<file path="src/rtl/tomasulo_pkg.sv">
// Shared types for the Tomasulo issue/execute loop: CDB broadcast, issue request
// and the dispatch payload written into reservation-station entries.
package tomasulo_pkg;

  localparam int RS_N_DEFAULT = 4;
  localparam int WORD_W       = 8;
  localparam int TAG_W        = 4;
  localparam int ROB_W        = 4;
  localparam int WA_W         = 3;

  typedef logic [WORD_W-1:0] word_t;
  typedef logic [TAG_W-1:0]  tag_t;
  typedef logic [ROB_W-1:0]  robid_t;
  typedef logic [WA_W-1:0]   wa_t;

  typedef enum logic [3:0] {
    OP_ADD  = 4'd0,
    OP_SUB  = 4'd1,
    OP_AND  = 4'd2,
    OP_OR   = 4'd3,
    OP_XOR  = 4'd4,
    OP_NOT  = 4'd5,
    OP_MOV0 = 4'd6,
    OP_MOV1 = 4'd7,
    OP_MOVI = 4'd8
  } opcode_t;

  typedef struct packed {
    logic   vld;
    tag_t   tag;
    word_t  wdata;
    robid_t robid;
    wa_t    wa;
  } cdb_t;

  typedef struct packed {
    opcode_t     op;
    word_t [1:0] rdata;
    word_t       imm;
    tag_t        tag;
    robid_t      robid;
    wa_t         wa;
  } issue_t;

  typedef struct packed {
    opcode_t     op;
    word_t       imm;
    robid_t      robid;
    wa_t         wa;
    tag_t        tag;
    logic [1:0]  rdy;
    tag_t [1:0]  src_tag;
    word_t [1:0] rdata;
  } dispatch_t;

  function automatic issue_t to_issue(input dispatch_t e);
    issue_t r;
    r       = '0;
    r.op    = e.op;
    r.rdata = e.rdata;
    r.imm   = e.imm;
    r.tag   = e.tag;
    r.robid = e.robid;
    r.wa    = e.wa;
    return r;
  endfunction

endpackage

</file>
<file path="src/rtl/tomasulo_rs_age_matrix.sv">
// N x N age matrix: age_q[r][c]=1 means entry r is older than entry c.
// Grants the single oldest requester.
module tomasulo_rs_age_matrix #(
  parameter int N = 4
) (
  input  logic         clk,
  input  logic         rst,
  input  logic [N-1:0] alloc_i,
  input  logic [N-1:0] valid_i,
  input  logic [N-1:0] req_i,
  output logic [N-1:0] grant_o
);

  logic [N-1:0] age_q [N];
  logic [N-1:0] age_d [N];

  genvar gi;
  generate
    for (gi = 0; gi < N; gi++) begin : g_row
      logic [N-1:0] col;

      // A new entry is younger than everything currently valid
      always_comb begin
        age_d[gi] = age_q[gi];
        if (alloc_i[gi]) begin
          age_d[gi] = '0;
        end else begin
          for (int c = 0; c < N; c++) begin
            if (alloc_i[c]) age_d[gi][c] = valid_i[gi];
          end
        end
      end

      always_ff @(posedge clk) begin
        if (rst) age_q[gi] <= '0;
        else     age_q[gi] <= age_d[gi];
      end

      always_comb begin
        col = '0;
        for (int r = 0; r < N; r++) col[r] = age_q[r][gi];
      end

      assign grant_o[gi] = req_i[gi] & ~|(req_i & col);
    end
  endgenerate

endmodule

</file>
<file path="src/rtl/tomasulo_rs.sv">
// Reservation station: holds dispatched ops until both operands arrive (via
// dispatch, CDB bypass or CDB wakeup) and issues the oldest ready entry.
module tomasulo_rs
  import tomasulo_pkg::*;
#(
  parameter int N     = RS_N_DEFAULT,
  parameter int CNT_W = $clog2(N+1)
) (
  input  logic             clk,
  input  logic             rst,
  input  logic             disp_vld,
  input  dispatch_t        disp,
  output logic             disp_full_r,
  input  cdb_t             cdb,
  output logic             iss_vld,
  output issue_t           iss,
  input  logic             iss_busy,
  output logic [CNT_W-1:0] occ_r
);

  logic             vld_q [N];
  logic             vld_d [N];
  dispatch_t        ent_q [N];
  dispatch_t        ent_d [N];
  logic [N-1:0]     vld_vec;
  logic [N-1:0]     ready;
  logic [N-1:0]     grant;
  logic [N-1:0]     alloc_oh;
  logic [N-1:0]     free_oh;
  logic             accept;
  logic             xfer;
  dispatch_t        disp_byp;
  logic [CNT_W-1:0] occ_q, occ_d;
  logic             full_q, full_d;
  logic             unused_cdb;

  assign unused_cdb = ^{cdb.robid, cdb.wa};

  assign accept = disp_vld & ~full_q;

  // Operand broadcast in the accepting cycle is captured directly
  always_comb begin
    disp_byp = disp;
    for (int k = 0; k < 2; k++) begin
      if (!disp.rdy[k] && cdb.vld && (cdb.tag == disp.src_tag[k])) begin
        disp_byp.rdy[k]   = 1'b1;
        disp_byp.rdata[k] = cdb.wdata;
      end
    end
  end

  always_comb begin
    logic found;
    found    = 1'b0;
    alloc_oh = '0;
    for (int i = 0; i < N; i++) begin
      if (!vld_q[i] && !found) begin
        alloc_oh[i] = accept;
        found       = 1'b1;
      end
    end
  end

  genvar gi;
  generate
    for (gi = 0; gi < N; gi++) begin : g_ent
      always_comb begin
        vld_d[gi] = vld_q[gi];
        ent_d[gi] = ent_q[gi];
        if (alloc_oh[gi]) begin
          vld_d[gi] = 1'b1;
          ent_d[gi] = disp_byp;
        end else begin
          if (free_oh[gi]) vld_d[gi] = 1'b0;
          for (int k = 0; k < 2; k++) begin
            if (vld_q[gi] && !ent_q[gi].rdy[k] && cdb.vld &&
                (cdb.tag == ent_q[gi].src_tag[k])) begin
              ent_d[gi].rdy[k]   = 1'b1;
              ent_d[gi].rdata[k] = cdb.wdata;
            end
          end
        end
      end

      always_ff @(posedge clk) begin
        if (rst) begin
          vld_q[gi] <= 1'b0;
          ent_q[gi] <= '0;
        end else begin
          vld_q[gi] <= vld_d[gi];
          ent_q[gi] <= ent_d[gi];
        end
      end

      assign vld_vec[gi] = vld_q[gi];
      assign ready[gi]   = vld_q[gi] & ent_q[gi].rdy[0] & ent_q[gi].rdy[1];
    end
  endgenerate

  tomasulo_rs_age_matrix #(.N(N)) u_age (
    .clk     (clk),
    .rst     (rst),
    .alloc_i (alloc_oh),
    .valid_i (vld_vec),
    .req_i   (ready),
    .grant_o (grant)
  );

  assign iss_vld = |ready;
  assign xfer    = iss_vld & ~iss_busy;
  assign free_oh = grant & {N{xfer}};

  always_comb begin
    iss = '0;
    for (int i = 0; i < N; i++) begin
      if (grant[i]) iss = to_issue(ent_q[i]);
    end
  end

  always_comb begin
    occ_d  = occ_q + CNT_W'(accept) - CNT_W'(xfer);
    full_d = (occ_d == CNT_W'(N));
  end

  always_ff @(posedge clk) begin
    if (rst) begin
      occ_q  <= '0;
      full_q <= 1'b0;
    end else begin
      occ_q  <= occ_d;
      full_q <= full_d;
    end
  end

  assign occ_r       = occ_q;
  assign disp_full_r = full_q;

endmodule

</file>
<file path="config.mk">
export PLATFORM = sky130hd
export DESIGN_NAME = tomasulo_rs
export DESIGN_NICKNAME = d
export VERILOG_FILES = /design/src/rtl/tomasulo_pkg.sv /design/src/rtl/tomasulo_rs_age_matrix.sv /design/src/rtl/tomasulo_rs.sv
export SDC_FILE = /design/constraint.sdc
export NUM_CORES = 1
export LEC_CHECK = 0
export ABC_AREA = 1
export CAP_MARGIN = 20
export CORE_ASPECT_RATIO = 1.4
export CORE_UTILIZATION = 36
export CTS_CLUSTER_SIZE = 40
export DETAILED_ROUTE_END_ITERATION = 8
export PLACE_DENSITY = 0.54
export SLEW_MARGIN = 10
export SYNTH_ARGS = -nofsm -noshare
export SYNTH_HDL_FRONTEND = slang
export SYNTH_SLANG_ARGS = --single-unit
</file>
<file path="constraint.sdc">
create_clock -name clk -period 3.4 [get_ports clk]
set_input_delay 0.68 -clock clk [delete_from_list [all_inputs] [get_ports clk]]
set_output_delay 0.68 -clock clk [all_outputs]
set_load 0.005 [all_outputs]
</file>
==> out/summary.log, run 1 <==
INFO  floorplanning  fp.dieW=155um
INFO  critical_path  worstPathRequired=2720ps
INFO  layout         area_growth_syn_to_layout=20.9%
INFO  critical_path  critical_path_peak_fanout=29
INFO  floorplanning  die_boundary_height=217um
INFO  sta            timing.fmax=0.304GHz
INFO  layout         num-fill-cells=3432
INFO  sta            timing.final.setup_violations=0
INFO  critical_path  critPathArrivalTime=2610ps
INFO  placement      placement.setup.worst_slack=377ps
INFO  clock_network  clockRootBuffer=sky130_fd_sc_hd__clkbuf_16
INFO  power_and_ir_drop power_leakage=6.15nW
INFO  routing        route.detailed.vias_per_inst=5.14
INFO  min_path       hold_class=flop to flop
INFO  critical_path  critPathCaptureType=primary output
INFO  logic_synthesis post_synth_num_cell_types=40
INFO  grt            grt_max_degree=75
INFO  clock_network  cts.htree.levels=1
INFO  min_path       start_point_of_the_worst_min_delay_path=u_age.age_q[1][3]
INFO  grt            grt_remaining_overflow=0
INFO  sta            fin_setup_tns=0ps
INFO  logic_synthesis synthesis.instances=1804
INFO  routing        route.final.wire_length=41800um
INFO  grt            grt_antenna_before_repair=0
INFO  layout         antenna-diode-count=0
INFO  routing        via_count=12032
INFO  critical_path  critical_path.startpoint_type=flop
INFO  grt            overall_global_routing_resource_usage=24.8%
INFO  routing        dr.first_iter.drc_count=697
INFO  critical_path  timing.rr.start=vld_q[1]
INFO  power_and_ir_drop power_per_cell_area=450nW/um^2
INFO  outcome        run_status=finished, final reports clean
INFO  routing        drt_pass1_iterations=5
INFO  routing        post_drt_wl_per_cell=17.9um
INFO  clock_network  clock_tree.buffer_depth=3
INFO  placement      io_buffers=109
INFO  sta            time_the_worst_path_needs_with_i_o_delays_and_setup=3290ps
INFO  floorplanning  num_io_pins=117
INFO  logic_synthesis yosysWarnings=0
INFO  logic_synthesis number_of_flip_flops_and_latches_in_the_synthesized_netlist=216
INFO  critical_path  worstSetupStartpoint=ent_q[0][24]
INFO  floorplanning  core_area=32400squm
INFO  layout         layout.nets=1962
INFO  grt            grt_first_pass_wirelength=65400um
INFO  sta            fin_crit_sh=96.7%
INFO  logic_synthesis syn_avg_cell_area=6.58squm
INFO  floorplanning  row_count=78
INFO  routing        antenna_left=0
INFO  floorplanning  design.die.area=33700squm
INFO  placement      gp_routability_congestion=0.906
INFO  clock_network  holdBufCountCts=0
INFO  sta            final-hold-violation-count=0
INFO  clock_network  cts.sinks=216
INFO  power_and_ir_drop worst_ir_drop_vdd=0.358mV
INFO  run            timing.max_cap.violations=0
INFO  logic_synthesis syn-num-nets=1880
INFO  clock_network  cts-buffers-inserted=24
INFO  grt            via_count_of_the_first_global_routing_pass=11632
INFO  sta            fin_worst_skew=25.5ps
INFO  sta            tightestPinTransition=914ps
INFO  layout         layout.area.seq=4330squm
INFO  routing        drc_errors=0
INFO  clock_network  worst_setup_hold_path_clk_slew=60ps
INFO  sta            post-route-worst-setup-slack=113ps
INFO  clock_network  clkLatencyLatePin=540ps
INFO  logic_synthesis syn-cell-area=11900squm
INFO  floorplanning  start_util=36.6%
INFO  sta            rsz_0062_raised_after_global_routing=no
INFO  placement      detailedPlacementHpwl=28000um
INFO  sta            slew_viol_final=0
INFO  layout         layout-drive-gt1-share=9.62%
INFO  critical_path  critical_path_class=flop to primary output
INFO  sta            slew-limit-headroom=39.1%
INFO  layout         multi_input_comb_area=6350squm
INFO  clock_network  tritoncts=done
INFO  layout         final_cell_mix=392 x sky130_fd_sc_hd__nand2_1, 246 x sky130_fd_sc_hd__nand3_1, 230 x sky130_fd_sc_hd__nor2_1
INFO  layout         final_common_cell=sky130_fd_sc_hd__nand2_1
INFO  logic_synthesis seq_area_frac_synth=36.4%
==> sequential cells by signal, summed over array words and instances, names as in the netlist <==
register and flops:
ent_q 196, u_age.age_q 12, vld_q 4, occ_r 3
disp_full_r 1
==> cells in the mapped netlist (all sizes together) <==
library cell  number  area share, %
o21bai             2           0.22
buf               67            3.3
nand4             27            1.4
dfxtp            216             36
o21ai            108            4.7
fa                 1           0.17
nand2            416             15
xor2               2           0.15
and2               1          0.053
a21o               1          0.063
a21oi            171            7.2
o211a              6           0.51
ha                 2           0.21
nand3            259             12
nor2             253            9.1
o22ai              1          0.053
clkbuf            43            1.4
inv              142            4.5
clkinv            33            1.0
xnor2             10            1.2
a211oi             4           0.25
nor3              39            1.6
==> stage by stage <==
| stage | utilization [%] | cell area (sq um) | hold slack (ps) | cells | power [mW] |
|---|---|---|---|---|---|
| global placement | 41.6 | 13500 | 446 | 2297 | 3.76 |
| floorplan | - | 11900 | 435 | 1804 | 3.39 |
| global route | 44.3 | 14300 | 483 | 2342 | 6.74 |
| CTS | 44.1 | 14300 | 462 | 2341 | 6.52 |
| detailed placement | 41.6 | 13500 | 453 | 2297 | 3.77 |
| finish | 44.3 | 14300 | 458 | 2342 | 6.46 |
==> metal layers <==
layer	track usage (%)	routed length [um]
met1	30.2	17600
met2	44.2	20800
met5	0	0
met3	2.31	1840
met4	10.6	1600
==> critical path: stages (launching register included) <==
cell,delay (ps)
sky130_fd_sc_hd__dfxtp_1,460
sky130_fd_sc_hd__nand3_4,160
sky130_fd_sc_hd__a21o_1,190
sky130_fd_sc_hd__nor2_2,150
sky130_fd_sc_hd__buf_12,230
sky130_fd_sc_hd__nand3_1,100
sky130_fd_sc_hd__nand2_1,60
sky130_fd_sc_hd__nand2_1,40
sky130_fd_sc_hd__nand2_1,130
sky130_fd_sc_hd__clkdlybuf4s50_1,530
==> logic make-up (layout without fill, tap and decap cells) <==
kind of cell	Yosys count	after routing	synth area share [%]
adders and majority gates	3	3	0.380
xor gates and xnor gates	12	12	1.36
AOI/OAI and AO/OA	293	293	13.0
buffers and inverters	285	383	10.3
DFF	216	216	36.4
and+or+nand+nor	995	995	38.5
==> final cells by class <==
class,instances,area share (%)
multi-input cells,1303,44.2
flip-flops and latches,216,30.2
repair buffers,166,11.5
clock buffers,37,5.16
inverters,175,4.61
well taps,440,3.84
clock inverters,5,0.523
==> power breakdown <==
part	internal, mW	total (mW)	switching [mW]	leakage [nW]
sequential	2.68	2.76	0.0856	1.76
clock	1.64	2.74	1.10	0.404
combinational	0.343	0.955	0.613	3.99
total	4.66	6.46	1.80	6.15
==> worst paths after layout <==
path	cells past startpoint	slack, ps	endpoint
worst max register to register	12	830	disp_full_r
worst max-delay path	9	110	iss[34]
worst min-delay path	2	460	u_age.age_q[1][3]
worst min register to register	2	460	u_age.age_q[1][3]
==> what timing repair did <==
action | in CTS | in global routing
endpoints found under the hold margin | 0 | 0
setup buffers | 2 | 0
pin swaps | 1 | 0
setup endpoints to repair | 32 | 26
resized for setup | 2 | 6
cloned | 0 | 1
Note: power is estimated with default switching activity, not from simulation.
==> inputs of run 2 (changes only) <==
Settings changed: MAX_ROUTING_LAYER from default to met4.
==> run 2 against run 1 <==
Against the previous run:
- first-iteration DRC count grew 34%
- routed wire length down 0.88%
- clock power is 9.1% lower
- core utilization shrank 0.34 points
- critical path depth is 1 higher
==> out/summary.log, run 2 (same netlist as run 1, synthesis figures left out) <==
INFO  outcome        run_status=finished, final reports clean
INFO  grt            via_count_of_the_first_global_routing_pass=11626
INFO  critical_path  critical_path_peak_fanout=9
INFO  clock_network  clock_tree.buffer_depth=3
INFO  sta            timing.fmax=0.307GHz
INFO  floorplanning  core_area=32400squm
INFO  routing        post_drt_wl_per_cell=17.7um
INFO  floorplanning  fp.dieW=155um
INFO  layout         final_cell_mix=392 x sky130_fd_sc_hd__nand2_1, 245 x sky130_fd_sc_hd__nand3_1, 230 x sky130_fd_sc_hd__nor2_1
INFO  placement      gp_routability_congestion=0.925
INFO  layout         layout.nets=1959
INFO  power_and_ir_drop worst_ir_drop_vdd=0.350mV
INFO  floorplanning  row_count=78
INFO  sta            fin_worst_skew=6.90ps
INFO  grt            grt_remaining_overflow=0
INFO  run            timing.max_cap.violations=0
INFO  layout         reg_top3=ent_q (196), u_age.age_q (12), vld_q (4)
INFO  critical_path  critical_path_class=flop to primary output
INFO  layout         final_common_cell=sky130_fd_sc_hd__nand2_1
INFO  sta            fin_crit_sh=95.9%
INFO  placement      detailedPlacementHpwl=27600um
INFO  clock_network  holdBufCountCts=0
INFO  sta            timing.final.setup_violations=0
INFO  clock_network  cts-buffers-inserted=24
INFO  routing        dr.first_iter.drc_count=936
INFO  critical_path  critical_path.startpoint_type=flop
INFO  layout         max_flop_register=ent_q
INFO  routing        antenna_left=0
INFO  routing        route.final.wire_length=41500um
INFO  routing        via_count=12060
INFO  floorplanning  start_util=36.6%
INFO  sta            slew_viol_final=0
INFO  clock_network  clockRootBuffer=sky130_fd_sc_hd__clkbuf_16
INFO  layout         largest_register_ffs=196
INFO  min_path       hold_depth=2
INFO  routing        drt_pass1_iterations=6
INFO  power_and_ir_drop sequentialPowerShare=44.6%
INFO  min_path       hold_class=flop to flop
INFO  power_and_ir_drop power_per_cell_area=435nW/um^2
INFO  sta            final-hold-violation-count=0
INFO  layout         area_growth_syn_to_layout=20.0%
INFO  clock_network  tritoncts=done
INFO  clock_network  cts.htree.levels=1
INFO  power_and_ir_drop power.share.clock=40.1%
INFO  routing        drc_errors=0
INFO  grt            overall_global_routing_resource_usage=25.5%
INFO  power_and_ir_drop power.share.combinational=15.3%
INFO  placement      io_buffers=109
INFO  layout         final_cells=2337
INFO  layout         num-fill-cells=3515
INFO  power_and_ir_drop intPower=4.44mW
INFO  clock_network  worst_setup_hold_path_clk_slew=60ps
INFO  critical_path  reg2reg_setup_slack=900ps
INFO  placement      placement.setup.worst_slack=396ps
INFO  power_and_ir_drop power_leakage=6.09nW
INFO  clock_network  cts.sinks=216
INFO  power_and_ir_drop netSwitchingPower=1.76mW
INFO  critical_path  critPathCaptureType=primary output
INFO  critical_path  worstPathRequired=2720ps
INFO  critical_path  critPathArrivalTime=2580ps
INFO  sta            slew-limit-headroom=33.0%
INFO  sta            tightestPinTransition=1010ps
INFO  layout         layout-drive-gt1-share=9.38%
INFO  grt            grt_antenna_before_repair=0
INFO  routing        route.detailed.vias_per_inst=5.16
INFO  floorplanning  die_boundary_height=217um
INFO  floorplanning  design.die.area=33700squm
INFO  placement      placedCellCount=2293
INFO  floorplanning  num_io_pins=117
INFO  clock_network  clkLatencyLatePin=530ps
INFO  sta            post-route-worst-setup-slack=141ps
INFO  sta            time_the_worst_path_needs_with_i_o_delays_and_setup=3260ps
INFO  power_and_ir_drop switching_share=28.4%
INFO  critical_path  timing.reg2reg.worst_path_depth=12
INFO  grt            grt_max_degree=81
INFO  grt            grt_first_pass_wirelength=65000um
INFO  layout         antenna-diode-count=0
## run 2: worst max-delay path: stages (launching register included)
cell	delay (ps)
sky130_fd_sc_hd__dfxtp_1	430
sky130_fd_sc_hd__nand2_1	100
sky130_fd_sc_hd__nor2_2	140
sky130_fd_sc_hd__o21ai_2	90
sky130_fd_sc_hd__nor2_4	200
sky130_fd_sc_hd__buf_4	230
sky130_fd_sc_hd__a21oi_1	80
sky130_fd_sc_hd__nand2_1	70
sky130_fd_sc_hd__nand2_1	40
sky130_fd_sc_hd__nand2_1	150
sky130_fd_sc_hd__clkdlybuf4s50_1	530
## run 2: final cells by class
class,count,area (sq um),area share (%)
sequential,216,4330,30.4
clock buffer,37,711,4.99
multi-input combinational,1303,6350,44.6
inverter,175,662,4.65
tap,440,551,3.87
clock inverter,3,15.0,0.105
timing repair buffer,163,1620,11.4
## run 2: power groups by stage
| stage | clock network (mW) | registers [mW] | logic (mW) |
|---|---|---|---|
| 2_1_floorplan | 0 | 2.80 | 0.594 |
| 3_3_place_gp | 0 | 2.81 | 0.934 |
| 3_5_place_dp | 0 | 2.82 | 0.945 |
| 4_1_cts | 2.55 | 2.76 | 0.948 |
| 5_1_grt | 2.65 | 2.78 | 1.05 |
| 6_report | 2.49 | 2.77 | 0.948 |
## run 2: path summary, 6_finish.rpt
path,startpoint,end
max,vld_q[1],iss[34]
min,u_age.age_q[1][3],u_age.age_q[1][3]
max reg2reg,vld_q[1],disp_full_r
min reg2reg,u_age.age_q[1][3],u_age.age_q[1][3]
## run 2: layer usage
layer	wire length (um)	vias to the layer above	global-route usage (%)
met5	0	-	-
met4	1550	0	10.8
met3	2160	109	2.39
met2	20700	400	44.4
met1	17000	5546	29.8
li1	-	6005	-
## run 2: through the flow
step                      util (%)  instance area [sq um]  hold WS (ps)  TNS, ps  power (mW)
after floorplan                  -                  11900           435        0        3.39
after global placement        41.4                  13400           448        0        3.75
after detailed placement      41.4                  13400           451        0        3.76
after CTS                     43.9                  14200           447        0        6.26
after global routing          43.9                  14200           468    -17.1        6.48
final                         43.9                  14200           460        0        6.20
## run 2: what timing repair did
action | 4_1_cts | 5_1_grt
pin swaps | 1 | 1
gates resized for setup | 4 | 7
buffers inserted | 2 | 1
endpoints found under the hold margin | 0 | 0
gates cloned | 1 | 0
endpoints found under the setup margin | 34 | 35
